`src/rtl/mips_mem_pkg.sv`:
```
// Shared types for the unified memory port arbiter.
// FSM state and grant encodings plus the wait counter width.
package mips_mem_pkg;

  typedef enum logic [1:0] {
    ST_IDLE   = 2'd0,
    ST_ACCESS = 2'd1,
    ST_RESP   = 2'd2
  } arb_state_t;

  typedef enum logic {
    GNT_IF  = 1'b0,
    GNT_MEM = 1'b1
  } arb_gnt_t;

  localparam int WAIT_CNT_W = 4;

endpackage

```
`src/rtl/arb_perf_counter.sv`:
```
// Saturating 32-bit event counter.
// Ports: clk, reset (sync, high), inc (count enable), count (value).
module arb_perf_counter (
  input  logic        clk,
  input  logic        reset,
  input  logic        inc,
  output logic [31:0] count
);

  always_ff @(posedge clk) begin
    if (reset)
      count <= '0;
    else if (inc && count != 32'hFFFF_FFFF)
      count <= count + 32'd1;
  end

endmodule

```
`src/rtl/mem_port_arbiter.sv`:
```
// Shares one single-port memory between fetch (IF) and data (MEM).
// Ports: if_* fetch side, mem_* data side, port_* memory macro,
// pipe_stall to the pipeline, perf_* counters (ARB_PERF_CNT_EN).
module mem_port_arbiter
  import mips_mem_pkg::*;
#(
  parameter int DATA_WIDTH  = 32,
  parameter int ADDR_WIDTH  = 32,
  parameter int WAIT_STATES = 1
) (
  input  logic                  clk,
  input  logic                  reset,
  input  logic                  if_req,
  input  logic [ADDR_WIDTH-1:0] if_addr,
  output logic [DATA_WIDTH-1:0] if_rdata,
  output logic                  if_ready,
  input  logic                  mem_req,
  input  logic                  mem_we,
  input  logic [ADDR_WIDTH-1:0] mem_addr,
  input  logic [DATA_WIDTH-1:0] mem_wdata,
  output logic [DATA_WIDTH-1:0] mem_rdata,
  output logic                  mem_ready,
  output logic                  pipe_stall,
  output logic                  port_en,
  output logic                  port_we,
  output logic [ADDR_WIDTH-1:0] port_addr,
  output logic [DATA_WIDTH-1:0] port_wdata,
  input  logic [DATA_WIDTH-1:0] port_rdata,
  output logic [31:0]           perf_stall_cnt,
  output logic [31:0]           perf_conflict_cnt
);

  arb_state_t state, state_nxt;
  arb_gnt_t   gnt, gnt_nxt;
  logic [WAIT_CNT_W-1:0] cnt;
  logic we_q;
  logic if_served, mem_served;
  logic if_pend, mem_pend;
  logic load;
  logic last;

  assign if_ready  = (state == ST_RESP) && (gnt == GNT_IF);
  assign mem_ready = (state == ST_RESP) && (gnt == GNT_MEM);

  // A request counts as done from its ready cycle onwards, so the
  // RESP cycle of the last request is already the advance cycle.
  assign if_pend  = if_req  & ~(if_served  | if_ready);
  assign mem_pend = mem_req & ~(mem_served | mem_ready);
  assign pipe_stall = if_pend | mem_pend;

  assign last    = (cnt == '0);
  assign port_en = (state == ST_ACCESS);
  assign port_we = port_en & we_q & last;

  // Data side has priority: it belongs to the older instruction.
  assign gnt_nxt = mem_pend ? GNT_MEM : GNT_IF;

  always_comb begin
    state_nxt = state;
    load      = 1'b0;
    unique case (state)
      ST_IDLE: begin
        if (if_pend | mem_pend) begin
          load      = 1'b1;
          state_nxt = ST_ACCESS;
        end
      end
      ST_ACCESS: begin
        if (last)
          state_nxt = ST_RESP;
      end
      ST_RESP: begin
        if (if_pend | mem_pend) begin
          load      = 1'b1;
          state_nxt = ST_ACCESS;
        end else begin
          state_nxt = ST_IDLE;
        end
      end
      default: state_nxt = ST_IDLE;
    endcase
  end

  always_ff @(posedge clk) begin
    if (reset) begin
      state      <= ST_IDLE;
      gnt        <= GNT_IF;
      cnt        <= '0;
      we_q       <= 1'b0;
      port_addr  <= '0;
      port_wdata <= '0;
      if_rdata   <= '0;
      mem_rdata  <= '0;
      if_served  <= 1'b0;
      mem_served <= 1'b0;
    end else begin
      state <= state_nxt;
      if (load) begin
        gnt       <= gnt_nxt;
        cnt       <= WAIT_CNT_W'(WAIT_STATES);
        we_q      <= mem_pend & mem_we;
        port_addr <= mem_pend ? mem_addr : if_addr;
        if (mem_pend)
          port_wdata <= mem_wdata;
      end else if (port_en && !last) begin
        cnt <= cnt - 1'b1;
      end
      if (port_en && last && !we_q) begin
        if (gnt == GNT_MEM)
          mem_rdata <= port_rdata;
        else
          if_rdata <= port_rdata;
      end
      if (!pipe_stall) begin
        if_served  <= 1'b0;
        mem_served <= 1'b0;
      end else begin
        if (if_ready)
          if_served <= 1'b1;
        if (mem_ready)
          mem_served <= 1'b1;
      end
    end
  end

`ifdef ARB_PERF_CNT_EN
  logic conflict;
  assign conflict = ((state == ST_IDLE) || (state == ST_RESP))
                  & if_pend & mem_pend;

  arb_perf_counter u_stall_cnt (
    .clk   (clk),
    .reset (reset),
    .inc   (pipe_stall),
    .count (perf_stall_cnt)
  );

  arb_perf_counter u_conflict_cnt (
    .clk   (clk),
    .reset (reset),
    .inc   (conflict),
    .count (perf_conflict_cnt)
  );
`else
  assign perf_stall_cnt    = '0;
  assign perf_conflict_cnt = '0;
`endif

  a_if_held: assert property (@(posedge clk) disable iff (reset)
    (state == ST_ACCESS && gnt == GNT_IF) |-> if_req);

  a_mem_held: assert property (@(posedge clk) disable iff (reset)
    (state == ST_ACCESS && gnt == GNT_MEM) |-> mem_req);

endmodule

```
`config.mk`:
```
export PLATFORM = sky130hd
export DESIGN_NAME = mem_port_arbiter
export DESIGN_NICKNAME = d
export VERILOG_FILES = /design/src/rtl/mips_mem_pkg.sv /design/src/rtl/arb_perf_counter.sv /design/src/rtl/mem_port_arbiter.sv
export SDC_FILE = /design/constraint.sdc
export NUM_CORES = 1
export LEC_CHECK = 0
export BUFFER_PORTS_ARGS = -buffer_cell sky130_fd_sc_hd__buf_2
export CORE_ASPECT_RATIO = 0.5
export CORE_MARGIN = 4
export CORE_UTILIZATION = 40
export CTS_CLUSTER_DIAMETER = 120
export CTS_CLUSTER_SIZE = 30
export DETAILED_ROUTE_END_ITERATION = 8
export PLACE_DENSITY = 0.79
export REMOVE_ABC_BUFFERS = 1
export SYNTH_ARGS = -nofsm -noshare
export SYNTH_HDL_FRONTEND = slang
export SYNTH_SLANG_ARGS = --single-unit
```
`constraint.sdc`:
```
create_clock -name clk -period 1.6 [get_ports clk]
set_input_delay 0.4 -clock clk [delete_from_list [all_inputs] [get_ports clk]]
set_output_delay 0.4 -clock clk [all_outputs]
set_load 0.005 [all_outputs]
```
---- Yosys cells after proc, flatten, opt, wreduce, memory -nomap -nowiden ----
Index checks and enable logic that the tools add are counted.
word-level totals
  bits of input ports ..................... 133
  bits in writable memories ............... 0
  output and inout bits ................... 197
  logic and storage cells ................. 55
  bits in latches ......................... 0
  bits in registers ....................... 138
  ROM bits ................................ 0
  memories ................................ 0
operators by class
  order comparisons ....................... 0
  $add $sub $neg .......................... 1
  multipliers ............................. 0
  mux-type cells .......................... 10
  reductions and logical operators ........ 17
  div/mod/pow operators ................... 0
  bitwise gates (word level) .............. 12
  shift operators ......................... 0
  equality and inequality tests ........... 4
operator list
  cell                                                                      count
  32-bit two-way mux                                                        1
  2-bit AND reduction                                                       4
  1-bit two-way mux                                                         6
  2-bit case mux with 3 select lines                                        1
  2-bit OR reduction                                                        3
  1-bit bitwise AND                                                         5
  1-bit logical AND                                                         5
  4-bit logical NOT                                                         1
  2-bit two-way mux                                                         2
  1-bit inverter                                                            4
  4-bit by 1-bit subtractor with 4-bit output (second input constant)       1
  1-bit OR                                                                  3
  2-bit by 1-bit equality test with 1-bit output (second input constant)    1
  2-bit equality test (second input constant)                               1
  1-bit logical NOT                                                         2
  2-bit logical NOT                                                         1
  2-bit by 1-bit inequality test with 1-bit output (second input constant)  1
  2-bit inequality test (second input constant)                             1
  2-bit nonzero test                                                        1

---- Depth between registers and ports, before layout ----
Gate-level depths: netlist of run 1.
  depth after elaboration ................. 9
  mapped depth ............................ 7
  depth with buffers taken out ............ 5

---- Worst setup path before layout of run 1 ----
OpenSTA, ideal clock, no wires.
  path type ............................... reg2reg
  from .................................... register cnt[1]
  to ...................................... register cnt[1]
  setup time .............................. 0.103 ns
  buffers on the path ..................... 1
  period minus slack after synthesis ...... 1.717 ns
  data arrival time ....................... 1.613 ns
  cell stages (with the launch flop) ...... 7
  required time ........................... 1.497 ns
  slack ................................... -0.117 ns
  cells stage by stage .................... dfxtp_1 inv_1 ha_1 or3b_4 buf_2 and3_1 a2111oi_2
between the ends
  cells in the longest elaborated chain, start to end .. 3
  elaborated cells on any way between the ends .. 4
  classes of those cells .................. add/sub (1); reduce/logical (3)
RTL lines
  what                                                                                                 line                     RTL
  start, declared                                                                                      mem_port_arbiter.sv:35   logic [WAIT_CNT_W-1:0] cnt;
  start signal, assigned                                                                               mem_port_arbiter.sv:100  cnt <= WAIT_CNT_W'(WAIT_STATES);
  start signal, assigned                                                                               mem_port_arbiter.sv:106  cnt <= cnt - 1'b1;
  parallel branches: the longest is 3 deep, another holds 4-bit by 1-bit subtractor with 4-bit output  n/a
Several ways; the timed one is not identified.
A chain may end at the register's enable or synchronous reset.

---- Worst setup path in the final report of run 1 ----
  from .................................... register cnt[1]
  to ...................................... output port port_we
between the ends
  cells in the longest elaborated chain, start to end .. 2
RTL lines
  what               line                    RTL
  4-bit logical NOT  mem_port_arbiter.sv:51  assign last = (cnt == '0);
  1-bit bitwise AND  mem_port_arbiter.sv:53  assign port_we = port_en & we_q & last;
  end, declared      mem_port_arbiter.sv:25  output logic port_we,
Every way passes these cells.

==> results of run 1 <==
==> how the worst max path moves through the flow <==
stage,slack [ns],startpoint,to
2_1_floorplan,-3.39,cnt[1],port_we
3_3_place_gp,0.02,gnt,pipe_stall
3_5_place_dp,-0.05,cnt[1],cnt[1]
4_1_cts,-0.33,cnt[1],port_we
5_1_grt,-0.49,cnt[1],port_we
6_report,-0.45,cnt[1],port_we
==> cell type report <==
type,count,area [um^2]
clock buffer,20,456.7
sequential,138,2776
inverter,37,141.4
clock inverter,12,140.1
timing repair buffer,371,3117
multi-input combinational,467,3918
fill,923,3901
tap,198,247.7
antenna,1,2.502
==> worst max-delay path, stage by stage (launching register included) <==
cell and delay, ns:
dfxtp_2 0.33, inv_2 0.09, ha_4 0.16, buf_6 0.10
nor3b_4 0.24, and3_1 0.20, buf_2 0.14
==> per-stage QoR <==
stage / setup slack [ns] / cells / instance area [um^2]
final: -0.4527 / 1244 / 10800
after global routing: -0.4863 / 1244 / 10800
after CTS: -0.3271 / 1227 / 9402
after detailed placement: -0.04523 / 1140 / 7572
after global placement: 0.01846 / 1140 / 7572
after floorplan: -3.388 / 642 / 5524
==> kinds of logic (layout without fill, tap and decap cells) <==
| family | Yosys count | after routing | share of synthesized area, % |
|---|---|---|---|
| other | 1 | 65 | 0.06139 |
| buffers and inverters | 174 | 440 | 15.71 |
| AOI/OAI and AO/OA | 270 | 270 | 26.94 |
| and+or+nand+nor | 132 | 132 | 11.86 |
| adders and majority gates | 1 | 1 | 0.2048 |
| DFF | 138 | 138 | 45.23 |
==> sequential cells by signal, indices dropped and copies added (netlist names) <==
name	cells
if_rdata	32
gnt	1
state	2
mem_served	1
port_addr	32
port_wdata	32
mem_rdata	32
if_served	1
we_q	1
cnt	4
==> power breakdown <==
part,internal [W],total (W),switching [W]
combinational,0.00147,0.00312,0.00165
clock,0.00240,0.00413,0.00172
sequential,0.00368,0.00386,0.000177
total,0.00756,0.0111,0.00355
==> per-layer routing <==
metal	global-route usage, %	up-vias	share of wire [%]
met5	0	-	0.044
met4	14.04	2	6.7
met1	29.45	3567	35
li1	-	3130	-
met3	4.688	205	10
met2	44.46	618	48
==> synth_stat cells, drive strengths merged <==
library cell	number	area (um^2)
o41ai	1	8.760
o21ai	99	495.5
or4b	1	10.01
clkbuf	51	191.4
o31ai	1	7.510
nor3	4	20.02
and3b	1	8.760
o22ai	1	20.02
and3	2	12.51
nor4b	1	15.01
o221a	32	360.4
a21oi	97	485.5
nor4bb	1	10.01
nor2b	1	6.260
ha	1	12.51
and2	1	6.260
nand4bb	1	11.26
o311ai	1	16.27
dfxtp	138	2763
inv	37	138.9
nor2	5	18.77
a31oi	33	206.5
nand2	3	11.26
conb	1	3.750
a2111oi	1	15.01
nor3b	4	30.03
or3b	4	37.54
or3	1	6.260
nand3	98	490.5
nand2b	2	12.51
nand4b	2	17.52
a211oi	2	15.01
buf	86	629.3
a22oi	2	15.01
==> repair_timing <==
| action | in CTS | in global routing |
|---|---|---|
| endpoints found under the setup margin | 55 | 140 |
| setup buffers | 36 | 10 |
| pin swaps | 50 | 122 |
| resized for setup | 158 | 283 |
| cloned | 19 | 16 |
==> impl_metrics.json, run 1 <==
{
  "r2r_setup_slack_ns": -0.36,
  "area_growth_pct": 76.79,
  "critPathKind": "register to output port",
  "cap_violations": 0,
  "p_total_w": 0.01111,
  "worstHoldEndpoint": "port_wdata[12]",
  "cts.sinks": 138,
  "endpoint_kind": "output port",
  "core_area_um2": 14700,
  "hold_slack_ns": 0.2137,
  "hpwlAfterDp_mm": 12.76,
  "finalCoreUtilization_pct": 73.46,
  "grt_max_degree": 65,
  "grt-ovfl-total": 0,
  "via_count": 7522,
  "reg2reg_to": "port_addr[12]",
  "p_leak_nw": 4.559,
  "grt_usage_pct": 25.23,
  "setup-violations-final": 140,
  "die_area_um2": 17430,
  "grt_first_pass_wirelength_mm": 35.02,
  "cts.path.max_buffers": 2,
  "wirelength_mm": 29.71,
  "period_share_pct": 128.3,
  "clk_latency_ns": 0.43,
  "hp-class": "primary input to register",
  "synth_cell_types": 40,
  "rows": 31,
  "die_w_um": 182.8,
  "period_needed_ns": 2.053,
  "relSlewSlack_pct": 57.76,
  "status": "finished, violations left",
  "drive_gt1_share_pct": 61.15,
  "drc": 0,
  "drtAntennaViolNets": 0,
  "p_per_area_nw_per_um2": 1029,
  "vias_per_cell": 6.047,
  "initial_utilization_pct": 41.55,
  "violations": "negative setup slack",
  "grt_setup_unrepaired": "true",
  "tritoncts": "done",
  "syn_avg_cell_area_um2": 8.531,
  "synth_cells": 716,
  "cp_max_fo": 2,
  "grt_pass1_vias": 6616,
  "cp.arrival_ns": 1.65,
  "yosysSeqAreaShare_pct": 45.23,
  "cts.clk_slew.worst_paths_ns": 0.07,
  "whs_path_depth": 3,
  "maxSlewViolCount": 0,
  "io_buffers": 265,
  "fin_nets": 1166,
  "worstHoldStart": "mem_wdata[12]",
  "r2r-start": "state[0]",
  "cts_buffers": 17,
  "yosysWarnings": 0,
  "skew_ns": 0.02837,
  "critPathLaunchType": "register",
  "globalplace.congestion": 0.7924,
  "r2r_cells": 10,
  "wl_per_cell_um": 23.89,
  "root_buffer": "clkbuf_16",
  "hold_viol": 0,
  "io_pins": 330,
  "netlist_area_um2": 6108,
  "tns_ns": -22.90,
  "max_freq_mhz": 487.2,
  "cts_hold_buf": 0,
  "antenna_found_initial": 2,
  "vdd_ir_drop_max_v": 0.0007613,
  "final_cell_mix": "buf_2, dfxtp_1, a21oi_2",
  "die_h_um": 95.38,
  "worstPathRequired_ns": 1.20,
  "firstDrtPassIters": 5,
  "ys_ff_latch": 138,
  "layout_commonest_cell": "buf_2",
  "htreeDepth": 4,
  "first_iter_violations": 656,
  "tightest_slew_ns": 0.6254,
  "setup_ws_ns": -0.4527
}
No activity file was read; power rests on OpenSTA's default activity.
==> run 2: changes to the inputs <==
--- a/config.mk
+++ b/config.mk
@@ -12,7 +12,7 @@
 export CTS_CLUSTER_DIAMETER = 120
 export CTS_CLUSTER_SIZE = 30
 export DETAILED_ROUTE_END_ITERATION = 8
-export PLACE_DENSITY = 0.79
+export PLACE_DENSITY = 0.76
 export REMOVE_ABC_BUFFERS = 1
 export SYNTH_ARGS = -nofsm -noshare
 export SYNTH_HDL_FRONTEND = slang
==> constraint.sdc (replaced) <==
create_clock -name clk -period 2 [get_ports clk]
set_input_delay 0.5 -clock clk [delete_from_list [all_inputs] [get_ports clk]]
set_output_delay 0.5 -clock clk [all_outputs]
set_load 0.005 [all_outputs]
==> run 2 against run 1 <==
  * The run now ends clean
  * Combinational power down 60%
  * Flip-flop and latch count unchanged
  * Final area down 25%
  * Critical path depth down 2
  * Count of clock-buffer cells in the layout down 1
  * Worst setup slack better by 0.47 ns
  * Power down 34%
  * Cell count down 6.6%
  * Die area unchanged
  * Global-route usage down 5.5 points
  * Sequential share of layout area up 8.6 points
  * Critical endpoint is now pipe_stall
  * Largest cell class is now sequential cells
==> impl_metrics.json, run 2 (synthesized netlist as in run 1, its figures left out) <==
{
  "initial_utilization_pct": 41.55,
  "placedCellCount": 1125,
  "drive_gt1_share_pct": 35.68,
  "drtAntennaViolNets": 0,
  "vdd_ir_drop_max_v": 0.0006295,
  "worstHoldStart": "mem_wdata[2]",
  "die_area_um2": 17430,
  "cts.clk_slew.worst_paths_ns": 0.06,
  "firstDrtPassIters": 5,
  "io_buffers": 265,
  "antenna_found_initial": 0,
  "cp_max_fo": 4,
  "core_area_um2": 14700,
  "htreeDepth": 4,
  "cap_violations": 0,
  "crit_start": "state[1]",
  "final_cell_mix": "buf_2, dfxtp_1, nand3_1",
  "via_count": 6170,
  "hold_slack_ns": 0.3478,
  "setup-violations-final": 0,
  "hpwlAfterDp_mm": 12.57,
  "grt_setup_unrepaired": "true",
  "critPathLaunchType": "register",
  "worstPathRequired_ns": 1.50,
  "p_per_area_nw_per_um2": 910.2,
  "endpoint_kind": "output port",
  "rows": 31,
  "grt_first_pass_wirelength_mm": 28.28,
  "r2r-start": "state[0]",
  "die_h_um": 95.38,
  "grt_usage_pct": 19.71,
  "wirelength_mm": 18.71,
  "grt-ovfl-total": 0,
  "antenna_cells": 0,
  "area_growth_pct": 32.36,
  "p_leak_nw": 3.705,
  "period_needed_ns": 1.979,
  "fin_nets": 1086,
  "drc": 0,
  "cts.sinks": 138,
  "clk_latency_ns": 0.40,
  "cts.path.max_buffers": 2,
  "cts_buffers": 17,
  "fin_cells": 1162,
  "globalplace.congestion": 0.7811,
  "cts_hold_buf": 0,
  "first_iter_violations": 335,
  "critPathKind": "register to output port",
  "io_pins": 330,
  "max_freq_mhz": 505.3,
  "hold_viol": 0,
  "cp.arrival_ns": 1.48,
  "finalCoreUtilization_pct": 55.00,
  "period_share_pct": 98.96,
  "vias_per_cell": 5.310,
  "layout_commonest_cell": "buf_2",
  "tritoncts": "done",
  "hp-class": "primary input to register",
  "die_w_um": 182.8,
  "maxSlewViolCount": 0,
  "wl_per_cell_um": 16.10,
  "root_buffer": "clkbuf_16",
  "skew_ns": 0.01125,
  "grt_pass1_vias": 5718,
  "grt_max_degree": 68,
  "status": "completed"
}
run 2: layout make-up:
type,count,area (um^2)
tap,198,247.7
multi-input combinational,467,2716
fill,1361,6615
timing repair buffer,291,1637
inverter,37,141.4
sequential,138,2775
clock inverter,12,125.1
clock buffer,19,442.9
run 2: final timing paths:
check / slack, ns / endpoint / depth (start not counted)
setup reg to reg: 0.26 / port_addr[15] / 5
hold / removal: 0.35 / port_wdata[2] / 3
setup / recovery: 0.02 / pipe_stall / 4
hold reg to reg: 0.47 / port_wdata[3] / 2
run 2: power by group:
| part | switching [W] | internal, W | leakage, nW | total, W |
|---|---|---|---|---|
| Sequential | 0.000104 | 0.00295 | 1.13 | 0.00305 |
| Combinational | 0.000722 | 0.000540 | 2.30 | 0.00126 |
| Clock | 0.00119 | 0.00186 | 0.275 | 0.00305 |
| Total | 0.00202 | 0.00534 | 3.70 | 0.00736 |
run 2: worst max-delay path, cell delays in order (launching register included):
cell,delay [ns]
dfxtp_4,0.35
nor3b_2,0.16
or3b_4,0.39
nand2_2,0.08
buf_6,0.09
run 2: routing by layer:
| metal | vias to the layer above | global-route usage [%] | wire [um] |
|---|---|---|---|
| met5 | - | 0 | 0 |
| met4 | 0 | 7.366 | 234 |
| met3 | 22 | 4.078 | 1219 |
| met2 | 252 | 36.07 | 9830 |
| met1 | 2981 | 23.09 | 7423 |
| li1 | 2915 | - | - |
run 2: per-stage QoR:
step,instance area (um^2),power (W),setup TNS (ns),worst slack [ns]
final,8085,0.007359,0,0.02084
after global routing,8085,0.007701,-0.06393,-0.03328
after CTS,8026,0.007411,0,0.002157
after detailed placement,7397,0.004320,0,0.1693
after global placement,7397,0.004290,0,0.2157
after floorplan,5524,0.003654,-344.52,-3.088
run 2: timing repair:
| action | in CTS | in global routing |
|---|---|---|
| resized for setup | 11 | 11 |
| endpoints found under the hold margin | 0 | 0 |
| pin swaps | 0 | 1 |
| setup endpoints to repair | 4 | 2 |
| cloned | 0 | 0 |
| buffers inserted | 4 | 2 |
==> run 3: changes to the inputs <==
--- a/config.mk
+++ b/config.mk
@@ -8,11 +8,11 @@
 export BUFFER_PORTS_ARGS = -buffer_cell sky130_fd_sc_hd__buf_2
 export CORE_ASPECT_RATIO = 0.5
 export CORE_MARGIN = 4
-export CORE_UTILIZATION = 40
+export CORE_UTILIZATION = 45
 export CTS_CLUSTER_DIAMETER = 120
 export CTS_CLUSTER_SIZE = 30
 export DETAILED_ROUTE_END_ITERATION = 8
-export PLACE_DENSITY = 0.76
+export PLACE_DENSITY = 0.83
 export REMOVE_ABC_BUFFERS = 1
 export SYNTH_ARGS = -nofsm -noshare
 export SYNTH_HDL_FRONTEND = slang
==> run 3 against run 2 <==
  * Sequential power about the same
  * Die area is 10% lower
  * Sequential share of layout area about the same
  * Routed wire length fell by 0.82%
  * Core utilization increased by 7.3 points
  * Hold slack lost 0.0096 ns
  * Power is 2.7% higher
  * Via count shrank 0.45%
  * First-iteration DRC count up 26%
  * Critical path type unchanged
==> impl_metrics.json, run 3 (synthesized netlist as in run 1, its figures left out) <==
{
  "status": "completed",
  "p_total_w": 0.007559,
  "fin_nets": 1088,
  "cp.arrival_ns": 1.50,
  "die_w_um": 172.8,
  "rows": 29,
  "initial_utilization_pct": 47.16,
  "cp_max_fo": 5,
  "htreeDepth": 4,
  "cap_violations": 0,
  "post-place-ws_ns": 0.1633,
  "worstPathRequired_ns": 1.50,
  "grt_usage_pct": 21.99,
  "maxSlewViolCount": 0,
  "tritoncts": "done",
  "hpwlAfterDp_mm": 12.63,
  "hp-class": "primary input to register",
  "hold_slack_ns": 0.3382,
  "final_cell_mix": "buf_2, dfxtp_1, nand3_1",
  "cts_buffers": 17,
  "drc": 0,
  "met3_length_mm": 1.178,
  "hold_viol": 0,
  "via_count": 6142,
  "period_needed_ns": 1.998,
  "cts.path.max_buffers": 2,
  "io_pins": 330,
  "root_buffer": "clkbuf_16",
  "first_iter_violations": 423,
  "m1WireLength_mm": 7.447,
  "tns_ns": 0,
  "vias_per_cell": 5.402,
  "setup_ws_ns": 0.001558,
  "antenna_cells": 0,
  "area_growth_pct": 32.10,
  "dr.max_layer_used": "met4",
  "clk_latency_ns": 0.41,
  "cts.sinks": 138,
  "wl_per_cell_um": 16.32,
  "max_freq_mhz": 500.4,
  "antenna_found_initial": 0,
  "io_buffers": 265,
  "grt_pass1_vias": 5789,
  "critPathKind": "register to output port",
  "grt_first_pass_wirelength_mm": 29.41,
  "grt-ovfl-total": 0,
  "layout_commonest_cell": "buf_2",
  "core_area_um2": 12950,
  "globalplace.congestion": 0.8364,
  "wirelength_mm": 18.55,
  "period_share_pct": 99.92,
  "drtAntennaViolNets": 0,
  "skew_ns": 0.01525,
  "p_leak_nw": 3.718,
  "die_area_um2": 15620,
  "cts_hold_buf": 0,
  "endpoint_kind": "output port",
  "grt_setup_unrepaired": "true",
  "dr_wl_met2_mm": 9.540,
  "finalCoreUtilization_pct": 62.29,
  "drive_gt1_share_pct": 35.99,
  "p_per_area_nw_per_um2": 936.8,
  "grt_max_degree": 66,
  "cts.clk_slew.worst_paths_ns": 0.06,
  "vdd_ir_drop_max_v": 0.0006355,
  "setup-violations-final": 0,
  "die_h_um": 90.39,
  "firstDrtPassIters": 4,
  "critPathLaunchType": "register"
}
## run 3: cell count changes in the layout (fill, tap and decap cells not counted), moves of 2 or more
cell	previous run	this run
buf_4	19	23
clkinv_2	5	1
buf_12	8	6
inv_6	1	6
inv_2	1	3
## run 3: worst paths after layout
path         slack, ns              to      startpoint  cells after the start
min reg2reg       0.47  port_wdata[28]  port_wdata[28]                      2
max              0.002      pipe_stall        state[0]                      4
min               0.34   port_wdata[8]    mem_wdata[8]                      3
max reg2reg       0.22    mem_rdata[0]          cnt[1]                      7
## run 3: what timing repair did
item | CTS | global route
setup buffers | 5 | 4
endpoints found under the setup margin | 4 | 2
hold endpoints to repair | 0 | 0
pin swaps | 1 | 1
resized for setup | 16 | 3
## run 3: final cells by class
class / count / area [um^2]
multi-input combinational: 467 / 2711
fill: 1097 / 4885
clock inverter: 15 / 187.7
inverter: 37 / 138.9
sequential: 138 / 2773
timing repair buffer: 293 / 1620
tap: 170 / 212.7
clock buffer: 17 / 425.4
## run 3: per-stage QoR
stage / cells / instance area [um^2]
5_1_grt: 1137 / 8069
6_report: 1137 / 8069
3_5_place_dp: 1096 / 7330
2_1_floorplan: 642 / 5524
4_1_cts: 1133 / 8033
3_3_place_gp: 1096 / 7330
## run 3: per-layer routing
| metal | track usage, % | vias up |
|---|---|---|
| met5 | 0 | - |
| met4 | 8.162 | 0 |
| met3 | 4.141 | 33 |
| met2 | 39.83 | 273 |
| met1 | 26.11 | 2921 |
| li1 | - | 2915 |
## run 3: critical path, cell delays in order (launching register included)
cell	delay, ns
dfxtp_4	0.36
and3b_2	0.22
or3_4	0.34
nand2_2	0.08
buf_6	0.09
## run 3: power by group
part / internal (W) / switching, W / leakage [nW]
Sequential: 0.00295 / 0.000109 / 1.13
Combinational: 0.000536 / 0.000724 / 2.30
Clock: 0.00199 / 0.00126 / 0.292
Total: 0.00547 / 0.00209 / 3.72
